### src/rtl/btn_enc_pkg.sv
// Shared constants, FSM state type and small helpers for the button encoder.
package btn_enc_pkg;

  localparam int unsigned N_BTN               = 4;
  localparam int unsigned N_SW                = 2;
  localparam int unsigned IDX_W               = 2;
  localparam int unsigned CODE_W              = N_SW + IDX_W;
  localparam int unsigned CNT_RISE_W          = 3;
  localparam int unsigned DEBOUNCE_CYCLES_DEF = 1250000;

  typedef enum logic {
    IDLE    = 1'b0,
    PRESSED = 1'b1
  } state_e;

  // Highest set bit wins; returns 0 for an all-zero vector.
  function automatic logic [IDX_W-1:0] hi_idx(input logic [N_BTN-1:0] v);
    logic [IDX_W-1:0] r;
    r = '0;
    for (int unsigned i = 0; i < N_BTN; i++) begin
      if (v[i]) r = IDX_W'(i);
    end
    return r;
  endfunction

  function automatic logic [CNT_RISE_W-1:0] pop_cnt(input logic [N_BTN-1:0] v);
    logic [CNT_RISE_W-1:0] r;
    r = '0;
    for (int unsigned i = 0; i < N_BTN; i++) begin
      r = r + CNT_RISE_W'(v[i]);
    end
    return r;
  endfunction

endpackage

### src/rtl/btn_debounce.sv
// One-bit two-flop synchroniser followed by a counter-based debouncer.
module btn_debounce
  import btn_enc_pkg::*;
#(
  parameter int unsigned DEBOUNCE_CYCLES = DEBOUNCE_CYCLES_DEF
) (
  input  logic clk,
  input  logic rst,
  input  logic raw_i,
  output logic stable_o
);

  localparam int unsigned CNT_W = $clog2(DEBOUNCE_CYCLES);
  localparam logic [CNT_W-1:0] CNT_LAST = CNT_W'(DEBOUNCE_CYCLES - 1);

  logic             meta_q;
  logic             sync_q;
  logic             stable_q;
  logic             stable_d;
  logic [CNT_W-1:0] cnt_q;
  logic [CNT_W-1:0] cnt_d;

  // Level flips only after DEBOUNCE_CYCLES consecutive cycles of disagreement.
  always_comb begin
    stable_d = stable_q;
    cnt_d    = '0;
    if (sync_q != stable_q) begin
      if (cnt_q == CNT_LAST) begin
        stable_d = sync_q;
      end else begin
        cnt_d = cnt_q + CNT_W'(1);
      end
    end
  end

  always_ff @(posedge clk or posedge rst) begin
    if (rst) begin
      meta_q   <= 1'b0;
      sync_q   <= 1'b0;
      stable_q <= 1'b0;
      cnt_q    <= '0;
    end else begin
      meta_q   <= raw_i;
      sync_q   <= meta_q;
      stable_q <= stable_d;
      cnt_q    <= cnt_d;
    end
  end

  assign stable_o = stable_q;

endmodule

### src/rtl/btn_priority_encoder.sv
// Debounces buttons, priority-encodes new press edges and latches them with the
// synchronised switch value into a registered code plus a capture strobe.
module btn_priority_encoder
  import btn_enc_pkg::*;
#(
  parameter int unsigned DEBOUNCE_CYCLES = DEBOUNCE_CYCLES_DEF
) (
  input  logic              clk,
  input  logic              rst,
  input  logic [N_BTN-1:0]  btn,
  input  logic [N_SW-1:0]   sw,
  output logic [CODE_W-1:0] code,
  output logic              code_valid,
  output logic              code_strobe,
  output logic              held,
  output logic              multi_press
);

  logic [N_BTN-1:0]  stable;
  logic [N_BTN-1:0]  stable_dly_q;
  logic [N_SW-1:0]   sw_meta_q;
  logic [N_SW-1:0]   sw_sync_q;
  logic [N_BTN-1:0]  rise;
  logic [N_BTN-1:0]  other_rise;
  logic [IDX_W-1:0]  idx;
  logic              any_rise;
  logic [CNT_RISE_W-1:0] n_rise;

  state_e            state_q, state_d;
  logic [CODE_W-1:0] code_q, code_d;
  logic              valid_q, valid_d;
  logic              strobe_q, strobe_d;
  logic              held_q, held_d;
  logic              multi_q, multi_d;
  logic [IDX_W-1:0]  cap_q, cap_d;

  for (genvar g = 0; g < N_BTN; g++) begin : g_deb
    btn_debounce #(
      .DEBOUNCE_CYCLES(DEBOUNCE_CYCLES)
    ) u_deb (
      .clk     (clk),
      .rst     (rst),
      .raw_i   (btn[g]),
      .stable_o(stable[g])
    );
  end

  assign rise       = stable & ~stable_dly_q;
  assign other_rise = rise & ~(N_BTN'(1) << cap_q);
  assign any_rise   = |rise;
  assign idx        = hi_idx(rise);
  assign n_rise     = pop_cnt(rise);

  always_comb begin
    state_d  = state_q;
    code_d   = code_q;
    valid_d  = valid_q;
    strobe_d = 1'b0;
    held_d   = held_q;
    multi_d  = multi_q;
    cap_d    = cap_q;
    case (state_q)
      IDLE: begin
        if (any_rise) begin
          code_d   = {sw_sync_q, idx};
          strobe_d = 1'b1;
          valid_d  = 1'b1;
          held_d   = 1'b1;
          cap_d    = idx;
          multi_d  = (n_rise > CNT_RISE_W'(1));
          state_d  = PRESSED;
        end
      end
      PRESSED: begin
        // Release of the captured button takes precedence over any new edge.
        if (!stable[cap_q]) begin
          held_d  = 1'b0;
          state_d = IDLE;
        end else if (|other_rise) begin
          multi_d = 1'b1;
        end
      end
      default: state_d = IDLE;
    endcase
  end

  always_ff @(posedge clk or posedge rst) begin
    if (rst) begin
      state_q      <= IDLE;
      code_q       <= '0;
      valid_q      <= 1'b0;
      strobe_q     <= 1'b0;
      held_q       <= 1'b0;
      multi_q      <= 1'b0;
      cap_q        <= '0;
      stable_dly_q <= '0;
      sw_meta_q    <= '0;
      sw_sync_q    <= '0;
    end else begin
      state_q      <= state_d;
      code_q       <= code_d;
      valid_q      <= valid_d;
      strobe_q     <= strobe_d;
      held_q       <= held_d;
      multi_q      <= multi_d;
      cap_q        <= cap_d;
      stable_dly_q <= stable;
      sw_meta_q    <= sw;
      sw_sync_q    <= sw_meta_q;
    end
  end

  assign code        = code_q;
  assign code_valid  = valid_q;
  assign code_strobe = strobe_q;
  assign held        = held_q;
  assign multi_press = multi_q;

endmodule

### config.mk
export PLATFORM = sky130hd
export DESIGN_NAME = btn_priority_encoder
export DESIGN_NICKNAME = d
export VERILOG_FILES = /design/src/rtl/btn_enc_pkg.sv /design/src/rtl/btn_debounce.sv /design/src/rtl/btn_priority_encoder.sv
export SDC_FILE = /design/constraint.sdc
export NUM_CORES = 1
export LEC_CHECK = 0
export CAP_MARGIN = 25
export CORE_UTILIZATION = 40
export DETAILED_ROUTE_END_ITERATION = 8
export MAX_ROUTING_LAYER = met4
export PLACE_DENSITY = 0.63
export REMOVE_ABC_BUFFERS = 1
export SLEW_MARGIN = 20
export SYNTH_ARGS = -nofsm -noshare
export SYNTH_HDL_FRONTEND = slang
export SYNTH_SLANG_ARGS = --single-unit
### constraint.sdc
create_clock -name clk -period 8.05 [get_ports clk]
set_input_delay 1.2075 -clock clk [delete_from_list [all_inputs] [get_ports clk]]
set_output_delay 1.2075 -clock clk [all_outputs]
set_load 0.1 [all_outputs]
Word level (Yosys, flattened, before mapping)

Index checks and enable logic that the tools add are counted.

Add/sub/neg operators: 7
$lt $le $gt $ge: 2
Equal/unequal tests: 12
Shift-type cells: 1
Multiplexer cells: 24
Bitwise gates (word level): 5
Reduce and logical (&&, ||, !) cells: 9

Operators with widths:

| operator                | count |
|---|---|
| $mux W21                | 8 |
| $add A21 B1 Y21 const B | 4 |
| $eq A21 B21 Y1 const B  | 4 |
| $reduce_and A2 Y1       | 6 |
| $mux W1                 | 10 |
| $and A4 B4 Y4           | 2 |
| $not A4 Y4              | 2 |
| $reduce_or A4 Y1        | 2 |
| $pmux W1 S2             | 3 |
| $mux W2                 | 2 |
| $ne A1 B1 Y1            | 4 |
| $ne A2 B1 Y1 const B    | 2 |
| $ne A2 B2 Y1 const B    | 2 |
| $shl A1 B2 Y4 const A   | 1 |
| $add A2 B1 Y3           | 1 |
| $add A3 B1 Y3           | 1 |
| $gt A3 B1 Y1 const B    | 1 |
| $lt A2 B3 Y1 const B    | 1 |
| $reduce_and A3 Y1       | 1 |
| $add A1 B1 Y2           | 1 |
| $bmux W1 S2             | 1 |
| $not A1 Y1              | 1 |

Bits in registers: 115
Input bits: 8
Output and inout bits: 8
Word-level logic and storage cells: 86

Logic depth before layout (Yosys ltp)

Depth in word-level cells: 8
Gate-level depth with buffers: 6
Depth with buffers taken out: 5

Modules after synthesis

Synthesis repeated with hierarchy kept, for this count alone.

Cell total of the unflattened synthesis: 515
Area, all modules: 5313.8 µm²

By module, submodules not included:

| module               | times used | cells each | area an instance (µm²) | seq. area each (µm²) |
|---|---|---|---|---|
| btn_debounce         | 4          | 116        | 1157.4                 | 600.6 |
| btn_priority_encoder | 1          | 51         | 684.4                  | 425.4 |

Worst setup path after synthesis

No wires, ideal clock.

Kind: register to output
From: register code_q[0], in the netlist code[0]
To: output code[0]
Data arrival time: 979 ps
Data required time: 6843 ps
Slack: 5864 ps
Cell stages (with the launch flop): 1
Path buffers: 0
Cell sequence: dfrtp_1

RTL lines:

| item                   | line                        | source |
|---|---|---|
| from (decl)            | btn_priority_encoder.sv:30  | `logic [CODE_W-1:0] code_q, code_d;` |
| from (signal assigned) | btn_priority_encoder.sv:101 | `code_q <= code_d;` |
| to (decl)              | btn_priority_encoder.sv:12  | `output logic [CODE_W-1:0] code,` |

No word-level cell between the ends.

Final worst setup path

From: register code_q[1], in the netlist code[1]
To: output code[1]

No word-level cell between the ends.

==> summary.md <==
| Metric | Value |
|---|---|
| Outcome | `finished clean` |
| Final setup vio count | `0` |
| Fill cells | `around 1,100` |
| Post-route total power | `roughly 1400 uW` |
| # Max-Cap Violations | `0` |
| Initial antenna violation count | `0` |
| Clock-pin transition on the worst setup and hold timing paths | `~0.050 ns` |
| Cell taking the most area after synthesis | `dfrtp_1` |
| Num CTS Buffers | `17` |
| #FFs+latches synth | `113` |
| Post-route setup slack | `about 4.8 ns` |
| Hold Fails Final Rpt | `0` |
| Hold Crit Depth | `0` |
| Pre-antenna DRT Iters | `4` |
| Final Critical Period | `approximately 3.3 ns` |
| DR WL met2 | `about 5.2 mm` |
| Global-route wire length before repair | `around 18 mm` |
| Post-DP HPWL | `between 6 and 7 mm` |
| Worst EP required | `between 6 and 7 ns` |
| Clock sinks | `113` |
| Initial DRC Count | `roughly 230` |
| I/O pin total | `16` |
| Resized Gates After CTS | `0` |
| DRC | `0` |
| Worst slack at placement | `just over 5 ns` |
| Async set or reset register ratio after synthesis | `100.0%` |
| Peak Freq | `about 300 MHz` |
| YS warnings | `0` |
| Die Ht | `roughly 120 um` |
| Hold Startpoint | `g_deb[2].u_deb.meta_q` |
| Actual slew at the worst max-slew pin | `1.041 ns` |
| Placed Area | `between 5000 and 6000 um2` |
| Total leakage power | `approximately 0.0026 uW` |
| Vias in the first global route | `roughly 3,700` |
| Htree depth | `4` |
| Die ar. | `13,670 um2` |
| Metal1 wirelength | `4.729 mm` |
| Worst r2r src | `g_deb[0].u_deb.cnt_q[0]` |
| Pwr dens | `roughly 220 nW/um2` |
| Max-slew headroom | `30.39%` |
| Clock skew | `just over 0.007 ns` |
| Bufs and invs on worst path | `1` |
| Worst-case clock buffer depth | `2` |
| Synth top area share | `a little over half` |
| FF-to-FF path depth | `6` |
| DR vias | `3,873` |
| Port-buffer cells | `15` |
| Crit-path cells | `clkdlybuf4s50_1` |
| Most frequent cells in the layout | `dfrtp_1 (113), nor2_1 (62), xor2_1 (42)` |
| Overall die width | `116.9 um` |
| Drt wl/cell | `14.70 um` |
| Initial Util | `about two fifths` |
| Crit Path Category | `reg2out` |
| Tot GR Track Use | `about 17%` |
| N_diodes | `0` |
| Top Metal Used | `met4` |
| Commonest non-fill, non-tap cell in the layout | `dfrtp_1` |
| Crit path launch | `code[1]` |
| HP Class | `reg2reg` |
| Post-CTS setup buffer count | `0` |
| Post-Syn Area | `5283 um2` |
| Clk_lat worst skew | `~0.40 ns` |
| Crit path capture type | `output port` |
| GRT overflow | `0` |
| Area Growth Syn to Fin | `18.00%` |
| Synth area leaders | `dfrtp_1 (54%), xor2_1 (7.0%), nor2_1 (4.4%)` |
| Ratio of cells with drive above 1 in the final layout | `slightly above 9%` |
| Vias per cell | `approximately 5.5` |
| Ys flop type | `dfrtp_1` |
| Routed WL | `just over 10 mm` |
| Crit path max-delay family | `buffers and inverters` |
| R2R Setup Slk | `around 5.8 ns` |
| Root Buffer | `clkbuf_16` |
| Worst stage delay on the critical path | `1.22 ns` |
| CTS tree | `done` |
| Slowest cell on the critical path | `clkdlybuf4s50_1` |
| Syn Area/Cell | `about 11 um2` |
| Core area | `~13,000 um2` |
| Post-route ant nets | `0` |
| Layout Utilization | `roughly half` |
| Row count | `just over 40` |
| Peak VDD IR | `about 120 uV` |
| Met3 WL | `~340 um` |
| Critical Path AT | `2.08 ns` |
| Nets | `~540` |
| RSZ-0062 raised after global routing | `no` |
| Register area share after synthesis | `a little over half` |
| Largest net degree at the start of global routing | `between 60 and 70` |
| FF-to-FF End | `g_deb[0].u_deb.cnt_q[14]` |
| Fin crit share | `between 40% and 50%` |
| Final GP Congestion | `roughly 0.79` |
| Synth Instances | `500` |
| Endpoint of the worst hold path | `g_deb[2].u_deb.sync_q` |
| EDFF count, synth | `0` |
| Design area | `~6200 um2` |
| Hold buffer count at cts | `0` |
| Setup TNS Final | `0 ns` |
| Final max-slew violation count | `0` |
| Critical Path Source Type | `flip-flop` |
| Distinct cell type count after synthesis | `43` |
| Worst-path fanout max | `7` |
[per-layer routing]
layer | vias up | track usage, %
met5 | - | -
met4 | 0 | 7.764
met3 | 13 | 4.737
met2 | 65 | 27.53
met1 | 1938 | 20.72
li1 | 1857 | -
[registers in the layout, indices dropped and copies added, names as in the netlist]
name                  flops
code                      4
code_strobe               1
code_valid                1
g_deb.u_deb.cnt_q        84
g_deb.u_deb.meta_q        4
g_deb.u_deb.stable_o      4
g_deb.u_deb.sync_q        4
held                      1
multi_press               1
stable_dly_q              4
state_q                   1
sw_meta_q                 2
sw_sync_q                 2
[how the worst max path moves through the flow]
stage	cells past startpoint	endpoint
finish	1	code[1]
global route	1	code[1]
global placement	3	g_deb[2].u_deb.cnt_q[14]
CTS	1	code[1]
detailed placement	3	g_deb[2].u_deb.cnt_q[10]
floorplan	1	code[0]
[report_power, final]
group,internal (uW),switching (uW),leakage [uW]
combinational,10.3,22.4,0.000769
sequential,577,5.97,0.00154
clock,533,250,0.000308
[cells by family (layout without fill, tap and decap cells)]
family / count (synthesis) / count (layout) / share of synthesized area (%)
mux: 7 / 7 / 1.705
fa+ha+maj: 6 / 6 / 1.563
flops: 113 / 113 / 53.53
xor+xnor: 53 / 53 / 8.787
simple gates: 222 / 222 / 24.02
compound gates: 68 / 68 / 7.887
buf+inv: 31 / 65 / 2.511
[synthesized netlist by cell type (6+ instances only)]
cell type / n
xor2_1: 42
and4_1: 13
nand4_1: 32
inv_1: 13
nand2b_1: 6
buf_2: 10
or3_1: 12
mux2_2: 6
o31ai_1: 15
or4_1: 15
and2_1: 6
nand3_1: 21
xnor2_1: 11
a21oi_1: 27
clkbuf_1: 7
nor4b_1: 8
nor2_1: 62
o21ai_0: 17
nand2_1: 22
dfrtp_1: 113
[per-stage QoR]
step                      instances  hold WS, ns
final                           706       0.3449
after global routing            706       0.3585
after CTS                       706       0.3488
after detailed placement        674       0.3362
after global placement          674       0.3333
after floorplan                 482       0.3312
[layout make-up]
type                            instances  area (um2)  area share [%]
Sequential cell                       113        2828           45.36
Timing Repair Buffer                   20       187.7           3.011
Tap cell                              172       215.2           3.452
Clock inverter                         10       157.7           2.529
Clock buffer                           22       464.2           7.447
Multi-Input combinational cell        356        2330           37.37
Inverter                               13       51.30          0.8230
No activity file was read; power rests on OpenSTA's default activity.
